### src/rtl/x_ramb4_s1_bit_streamer.sv
// Port-A read sequencer for the 4096x1 side of the S1/S8 block RAM: walks an address range
// and presents the bits as a valid/ready serial stream through a small credit-limited FIFO.
// Stream handshake: a bit moves when BIT_VALID && BIT_READY at posedge CLK; BIT_VALID never
// depends on BIT_READY, and once raised it stays high until that bit transfers (or ABORT/RST).
module x_ramb4_s1_bit_streamer #(
  parameter int ADDR_WIDTH = 12,
  parameter int FIFO_DEPTH = 4
) (
  input  logic                                  CLK,
  input  logic                                  RST,
  input  logic                                  START,
  input  logic [ADDR_WIDTH-1:0]                 START_ADDR,
  input  logic [12:0]                           LENGTH,
  input  logic                                  ABORT,
  output logic [ADDR_WIDTH-1:0]                 ADDRA,
  output logic                                  ENA,
  output logic                                  WEA,
  input  logic                                  DOA,
  output logic                                  BIT_OUT,
  output logic                                  BIT_VALID,
  input  logic                                  BIT_READY,
  output logic                                  BUSY,
  output logic                                  DONE,
  output logic [12:0]                           BIT_COUNT,
  output logic                                  DBG_STATE,
  output logic [$clog2(FIFO_DEPTH+1)-1:0]       DBG_OCCUPANCY
);
  localparam logic [0:0] IDLE = 1'b0;
  localparam logic [0:0] RUN  = 1'b1;
  localparam int CW = $clog2(FIFO_DEPTH + 1);
  localparam int PW = $clog2(FIFO_DEPTH);

  logic [0:0]            state;
  logic [ADDR_WIDTH-1:0] addr_q;
  logic [12:0]           len_q;
  logic [12:0]           issued_q;
  logic [12:0]           bit_count_q;
  logic [12:0]           len_eff;
  logic                  pending_q;
  logic                  done_q;
  logic                  last_q;
  logic                  mem [FIFO_DEPTH];
  logic [PW-1:0]         wr_ptr;
  logic [PW-1:0]         rd_ptr;
  logic [CW-1:0]         fifo_cnt;
  logic [CW:0]           occ;
  logic                  run;
  logic                  xfer;
  logic                  rd_en;
  logic                  finish;
  logic                  flush;

  // pending_q marks the read whose DOA is on the bus this cycle; it counts against the credit
  assign run       = (state == RUN);
  assign len_eff   = (LENGTH > 13'd4096) ? 13'd4096 : LENGTH;
  assign occ       = {1'b0, fifo_cnt} + (CW+1)'(pending_q);
  assign BIT_VALID = (fifo_cnt != '0);
  assign xfer      = run && BIT_VALID && BIT_READY && !ABORT;
  assign rd_en     = run && !ABORT && (issued_q != len_q) && (occ < (CW+1)'(FIFO_DEPTH));
  assign finish    = xfer && (bit_count_q + 13'd1 == len_q);
  assign flush     = run && ABORT;

  assign ADDRA         = addr_q;
  assign ENA           = rd_en;
  assign WEA           = 1'b0;
  assign BUSY          = run;
  assign DONE          = done_q;
  assign BIT_COUNT     = bit_count_q;
  assign BIT_OUT       = BIT_VALID ? mem[rd_ptr] : last_q;
  assign DBG_STATE     = state;
  assign DBG_OCCUPANCY = occ[CW-1:0];

  always_ff @(posedge CLK) begin
    if (RST) begin
      state       <= IDLE;
      addr_q      <= '0;
      len_q       <= '0;
      issued_q    <= '0;
      bit_count_q <= '0;
      pending_q   <= 1'b0;
      done_q      <= 1'b0;
    end else begin
      done_q    <= 1'b0;
      pending_q <= rd_en;
      case (state)
        IDLE: begin
          if (START) begin
            bit_count_q <= '0;
            if (len_eff == 13'd0) begin
              done_q <= 1'b1;
            end else begin
              state    <= RUN;
              addr_q   <= START_ADDR;
              len_q    <= len_eff;
              issued_q <= '0;
            end
          end
        end
        default: begin
          if (ABORT) begin
            state     <= IDLE;
            pending_q <= 1'b0;
          end else begin
            if (rd_en) begin
              addr_q   <= addr_q + 1'b1;
              issued_q <= issued_q + 13'd1;
            end
            if (xfer) bit_count_q <= bit_count_q + 13'd1;
            if (finish) begin
              state  <= IDLE;
              done_q <= 1'b1;
            end
          end
        end
      endcase
    end
  end

  always_ff @(posedge CLK) begin
    if (RST || flush) begin
      wr_ptr   <= '0;
      rd_ptr   <= '0;
      fifo_cnt <= '0;
    end else begin
      if (pending_q) wr_ptr <= (wr_ptr == PW'(FIFO_DEPTH - 1)) ? '0 : wr_ptr + 1'b1;
      if (xfer)      rd_ptr <= (rd_ptr == PW'(FIFO_DEPTH - 1)) ? '0 : rd_ptr + 1'b1;
      fifo_cnt <= fifo_cnt + CW'(pending_q) - CW'(xfer);
    end
  end

  always_ff @(posedge CLK) begin
    if (pending_q) mem[wr_ptr] <= DOA;
  end

  // remembers the bit currently shown so BIT_OUT holds once the FIFO drains
  always_ff @(posedge CLK) begin
    if (RST)            last_q <= 1'b0;
    else if (BIT_VALID) last_q <= mem[rd_ptr];
  end
endmodule

### config.mk
export PLATFORM = sky130hd
export DESIGN_NAME = x_ramb4_s1_bit_streamer
export DESIGN_NICKNAME = d
export VERILOG_FILES = /design/src/rtl/x_ramb4_s1_bit_streamer.sv
export SDC_FILE = /design/constraint.sdc
export NUM_CORES = 1
export LEC_CHECK = 0
export CORE_UTILIZATION = 59
export CTS_BUF_LIST = sky130_fd_sc_hd__clkbuf_4
export DETAILED_ROUTE_END_ITERATION = 16
export PLACE_DENSITY = 0.95
export SLEW_MARGIN = 20
export SYNTH_ARGS = -nofsm -noshare
export SYNTH_HDL_FRONTEND = slang
export SYNTH_SLANG_ARGS = --single-unit
### constraint.sdc
create_clock -name CLK -period 5.6 [get_ports CLK]
set_input_delay 0.56 -clock CLK [delete_from_list [all_inputs] [get_ports CLK]]
set_output_delay 0.56 -clock CLK [all_outputs]
set_load 0.03 [all_outputs]
==> flow_summary.yaml <==
run_status:
  status: "completed"
synthesis:
  syn_area_sq_um: 3800
  syn_avg_cell_area_sq_um: 8.40
  synth_top_cell_by_area: "dfxtp_1"
  netlist.area_leader.share_pct: 33.7
  synth-simple-area-share_pct: 22.8
  synth_compound_area_share_pct: 20.7
  synth.area.top_cells: "dfxtp_1, xnor2_1, a21oi_1"
  synth_seq_cells: 68
  ys_types: 59
  synth_top_family_by_area: "simple AND/OR/NAND/NOR gates"
  yosysSeqAreaShare_pct: 36.8
  syn_nets: 498
  synth_fa_ha_area_share_pct: 4.80
  yosysWarnings: 0
  synth_mux_area_share_pct: 1.94
  synthCells: 453
  async_flop_share_pct: 0
  synth_edf_count: 4
  synth_flop_cell: "dfxtp_1"
  synth_xor_area_share_pct: 8.29
power:
  power.share.sequential_pct: 52.3
  power_frac_clock_pct: 32.2
  p_leak_nw: 1.64
  p_switching_mw: 0.286
  ir_drop_v: 0.000227
  combinationalPowerShare_pct: 15.4
  p_int_mw: 0.711
  switching_share_pct: 28.7
  p_per_area_nw_per_um2: 218
finish:
  area_delta_synth_final_pct: 20.2
  antenna_cells: 0
  num-nets-final: 550
  final_cell_area_sq_um: 4570
  final_cell_mix: "dfxtp_1, clkdlybuf4s50_1, nand2_1, a21oi_1, nor2_1"
  fillCellCount: 415
  drive_gt1_share_pct: 4.71
route:
  top_layer: "met4"
  drt_first_pass_iters: 5
  viasPerCell: 6.45
  drc: 0
  totalWireLength_um: 9970
  wl_per_cell_um: 17.0
  drtAntennaViolNets: 0
  m1WireLength_um: 4110
  route.met2.wl_um: 4770
  vias: 3772
  first_iter_violations: 345
  met3_length_um: 853
timing:
  fin_crit_sh_pct: 72.4
  period_needed_ns: 4.05
  fmax_mhz: 247
  fin_hold_ws_ns: 0.482
  slew_headroom_pct: 29.9
  hold_violations: 0
  fin_setup_tns_ns: 0
  maxSlewViolCount: 0
  finalSetupViolCount: 0
  fin_worst_skew_ns: 0.0160
  worst_slew_pin_slew_ns: 1.05
  rsz0062_at_grt: "no"
floorplan:
  die_area_sq_um: 6770
  die_w_um: 82.3
  io_pins: 66
  placeableCoreArea_sq_um: 6060
  die_h_um: 82.3
  core.rowCount: 28
  initial_core_util_pct: 62.8
clock_network:
  clk_pin_slew_worst_paths_ns: 0.11
  htreeDepth: 3
  cts_resized: 0
  cts_tree: "yes"
  insertion_delay_ns: 0.42
  cts_setup_buffers: 0
  cts_inserted_buffers: 9
  cts_num_sinks: 68
  clock_path_buffers: 2
  cts_root_buffer: "clkbuf_4"
  hold_buffers: 0
worst_setup_path:
  critPathKind: "reg2out"
  reg2reg_depth: 8
  setup.worst_path.end_class: "output pin"
  critPathArrivalTime_ns: 3.49
  crit_path_start_kind: "flop"
  crit_required_ns: 5.04
  crit_fanout: 31
grt:
  grt_usage_pct: 31.4
  grt_pass1_wl_um: 16200
  grt_pass1_vias: 3517
  antenna_found_initial: 0
  grt_max_degree: 40
  globalRouteOverflowTotal: 0
min_path:
  hold_path_depth: 2
  hold_path.class: "reg2reg"
placed_design:
  dp_hpwl_um: 7000
  io_buffers: 64
  place_area_sq_um: 4440
  place.gp.congestion: 0.885
flow_run:
  drv_cap: 0
routing by layer:
metal,GRT usage [%],vias to the layer above
li1,-,1761
met1,39.8,1780
met2,51.1,200
met3,7.91,31
met4,12.3,0
met5,0,-
kinds of logic after synthesis:
group                    Yosys count
AND/OR/NAND/NOR                  168
buffers and inverters             40
other                              1
multiplexers                       6
AO/OA/AOI/OAI                    120
XOR/XNOR                          36
adder cells (fa/ha/maj)           14
flip-flops                        68
registers in the layout, indices dropped and copies added, names as in the netlist, named ones only:
signal,cells
issued_q,13
rd_ptr,2
mem,4
last_q,1
pending_q,1
BIT_COUNT,13
ADDRA,12
BUSY,1
len_q,13
DONE,1
wr_ptr,2
fifo_cnt,3
cell usage after synthesis, drive strengths merged (11+ instances only):
master,n
a21oi,37
and2,11
clkbuf,15
dfxtp,64
ha,13
inv,16
nand2,47
nand3,18
nor2,34
nor3,12
o21ai,24
xnor2,22
xor2,14
area by class of cell:
class,instances,area [sq um],share of cell area [%]
inverter,16,60.1,1.31
clock inverter,5,53.8,1.18
multi-input combinational,345,2230,48.8
clock buffer,11,82.6,1.81
sequential,68,1400,30.7
timing repair buffer,65,648,14.2
tap,75,93.8,2.05
critical path, cell delays in order (launching register included):
cell             delay (ns)
dfxtp_1                0.50
ha_1                   0.23
ha_1                   0.17
xor2_1                 0.20
a211o_1                0.17
a21o_1                 0.70
inv_1                  0.41
clkdlybuf4s50_1        0.70
path summary, 6_finish.rpt:
kind              startpoint     endpoint  slack, ns
setup / recovery   pending_q          ENA       1.55
hold / removal     rd_ptr[1]         flop       0.48
hold reg to reg    rd_ptr[1]         flop       0.48
setup reg to reg        BUSY  fifo_cnt[1]       2.30
power groups by stage:
stage | logic [mW] | clock network [mW] | registers, mW
after detailed placement | 0.150 | 0 | 0.531
after global placement | 0.146 | 0 | 0.531
final | 0.154 | 0.321 | 0.522
after global routing | 0.165 | 0.346 | 0.524
after CTS | 0.152 | 0.328 | 0.521
after floorplan | 0.0813 | 0 | 0.539
per-stage QoR:
| stage | instances | worst slack, ns | utilization (%) | power (mW) |
|---|---|---|---|---|
| after CTS | 585 | 1.57 | 75.4 | 1.00 |
| after global routing | 585 | 1.30 | 75.4 | 1.03 |
| after global placement | 569 | 1.95 | 73.2 | 0.677 |
| after detailed placement | 569 | 1.85 | 73.2 | 0.681 |
| after floorplan | 453 | 2.95 | - | 0.621 |
| final | 585 | 1.55 | 75.4 | 0.997 |
No activity file was read; power rests on OpenSTA's default activity.
==> variant: new RTL, same flow settings <==
`FIFO_DEPTH`: 4 -> 8.
--- a/src/rtl/x_ramb4_s1_bit_streamer.sv
+++ b/src/rtl/x_ramb4_s1_bit_streamer.sv
@@ -4,7 +4,7 @@
 // depends on BIT_READY, and once raised it stays high until that bit transfers (or ABORT/RST).
 module x_ramb4_s1_bit_streamer #(
   parameter int ADDR_WIDTH = 12,
-  parameter int FIFO_DEPTH = 4
+  parameter int FIFO_DEPTH = 8
 ) (
   input  logic                                  CLK,
   input  logic                                  RST,
Interface: changed (resized DBG_OCCUPANCY); port bits go from 66 to 67. The function was not compared with the original's and may differ.
==> variant against the original RTL <==
  * Total power increased by 12%
  * Maximum frequency increased by 4.7%
  * Wire length increased by 12%
  * Clock skew increased by 0.0032 ns
  * Die area increased by 14%
  * Area after synthesis increased by 15%
  * Sequential cell count increased by 8
  * Non-clock buffer count increased by 2
  * Largest cell class unchanged
  * Cell area increased by 12%
  * Worst setup slack improved by 0.18 ns
==> variant: results (changes against the original RTL) <==
Syn Inst Count 518 (was 453); crit path from BUSY$_SDFF_PP0_ (was pending_q$_SDFF_PP0_); Logic pwr share 0.183 (was 0.154); met2 WL post-DR 5290 um (was 4770 um); met1 GRT Util 0.373 (was 0.398); Non-Clock Buffer Count 67 (was 65); detailed router's first-iteration violation count 417 (was 345); worst reg2reg setup slack 1.74 ns (was 2.30 ns); Total GRT Usage 0.297 (was 0.314); Post-synth EDFFs 8 (was 4); first-pass GRT wire length 17900 um (was 16200 um); layout cells sized above 1 0.0528 (was 0.0471); Detailed Route WL 11200 um (was 9970 um); largest cells by area after synthesis dfxtp_1 31%, a21oi_1 5.5%, edfxtp_1 5.5%, nand2_1 5.2%, ha_1 4.6% (was dfxtp_1 34%, xnor2_1 5.1%, a21oi_1 4.9%, nand2_1 4.5%, ha_1 4.3%); worst-path fanout max 34 (was 31); sequential cells 76 (was 68); Layout clock area frac 0.0244 (was 0.0298); Synth Net Count 566 (was 498); CLK BUF 9 (was 11); seq pwr 589 uW (was 522 uW); Pleak 1.84 nW (was 1.64 nW); clock slew seen by the registers of the worst setup and hold paths 0.14 ns (was 0.11 ns); Final Hold Slack 0.505 ns (was 0.482 ns); largest net degree at the start of global routing 48 (was 40); status finished clean (unchanged); maximum vdd drop 0.126 mV (was 0.227 mV); Clock Latency Late Sink 0.45 ns (was 0.42 ns); Fillers 541 (was 415); Sw Pwr 367 uW (was 286 uW); relative slew slack 0.388 (was 0.299); post-synthesis sequential area ratio 0.367 (was 0.368); M3 GR Usage 0.0415 (was 0.0791); IO buf count 65 (was 64); M2 GR Usage 0.493 (was 0.511); buffer share of cell area 0.130 (was 0.142); WL met1 4630 um (was 4110 um); slowest CP cell dfxtp_1 (was a21o_1); period utilisation layout 0.691 (was 0.724); Pwr per Cell Area 218 mW/mm2 (about the same); placed insts 651 (was 569); Avg Cell Area, Syn 8.43 um2 (was 8.40 um2); CP peak stage delay 0.83 ns (was 0.70 ns); crit path DAT 3.31 ns (was 3.49 ns)
[variant: cell count changes after synthesis, sizes merged, moves of 5 or more]
cell	delta
nand2	+14
nor2	+13
a21oi	+11
clkbuf	+8
nand3b	+8
nor3b	+7
o32ai	+7
nand4	+5
o21ai	-5
[variant: kinds of logic (layout without fill, tap and decap cells)]
kind of cell	Yosys count	after routing	share of synthesized area
AND/OR/NAND/NOR	210	210	0.246
AO/OA/AOI/OAI	124	124	0.197
flip-flops	76	76	0.367
buffers and inverters	49	99	0.0484
XOR/XNOR	32	32	0.0642
adder cells (fa/ha/maj)	17	17	0.0504
multiplexers	9	9	0.0266
other	1	1	0.000859
[variant: critical path: cells and delay by family, from the launching register on]
family                 cells  cell delay, ns
AOI/OAI and AO/OA          1            0.55
buffers and inverters      2            1.03
DFF                        1            0.83
and+or+nand+nor            1            0.44
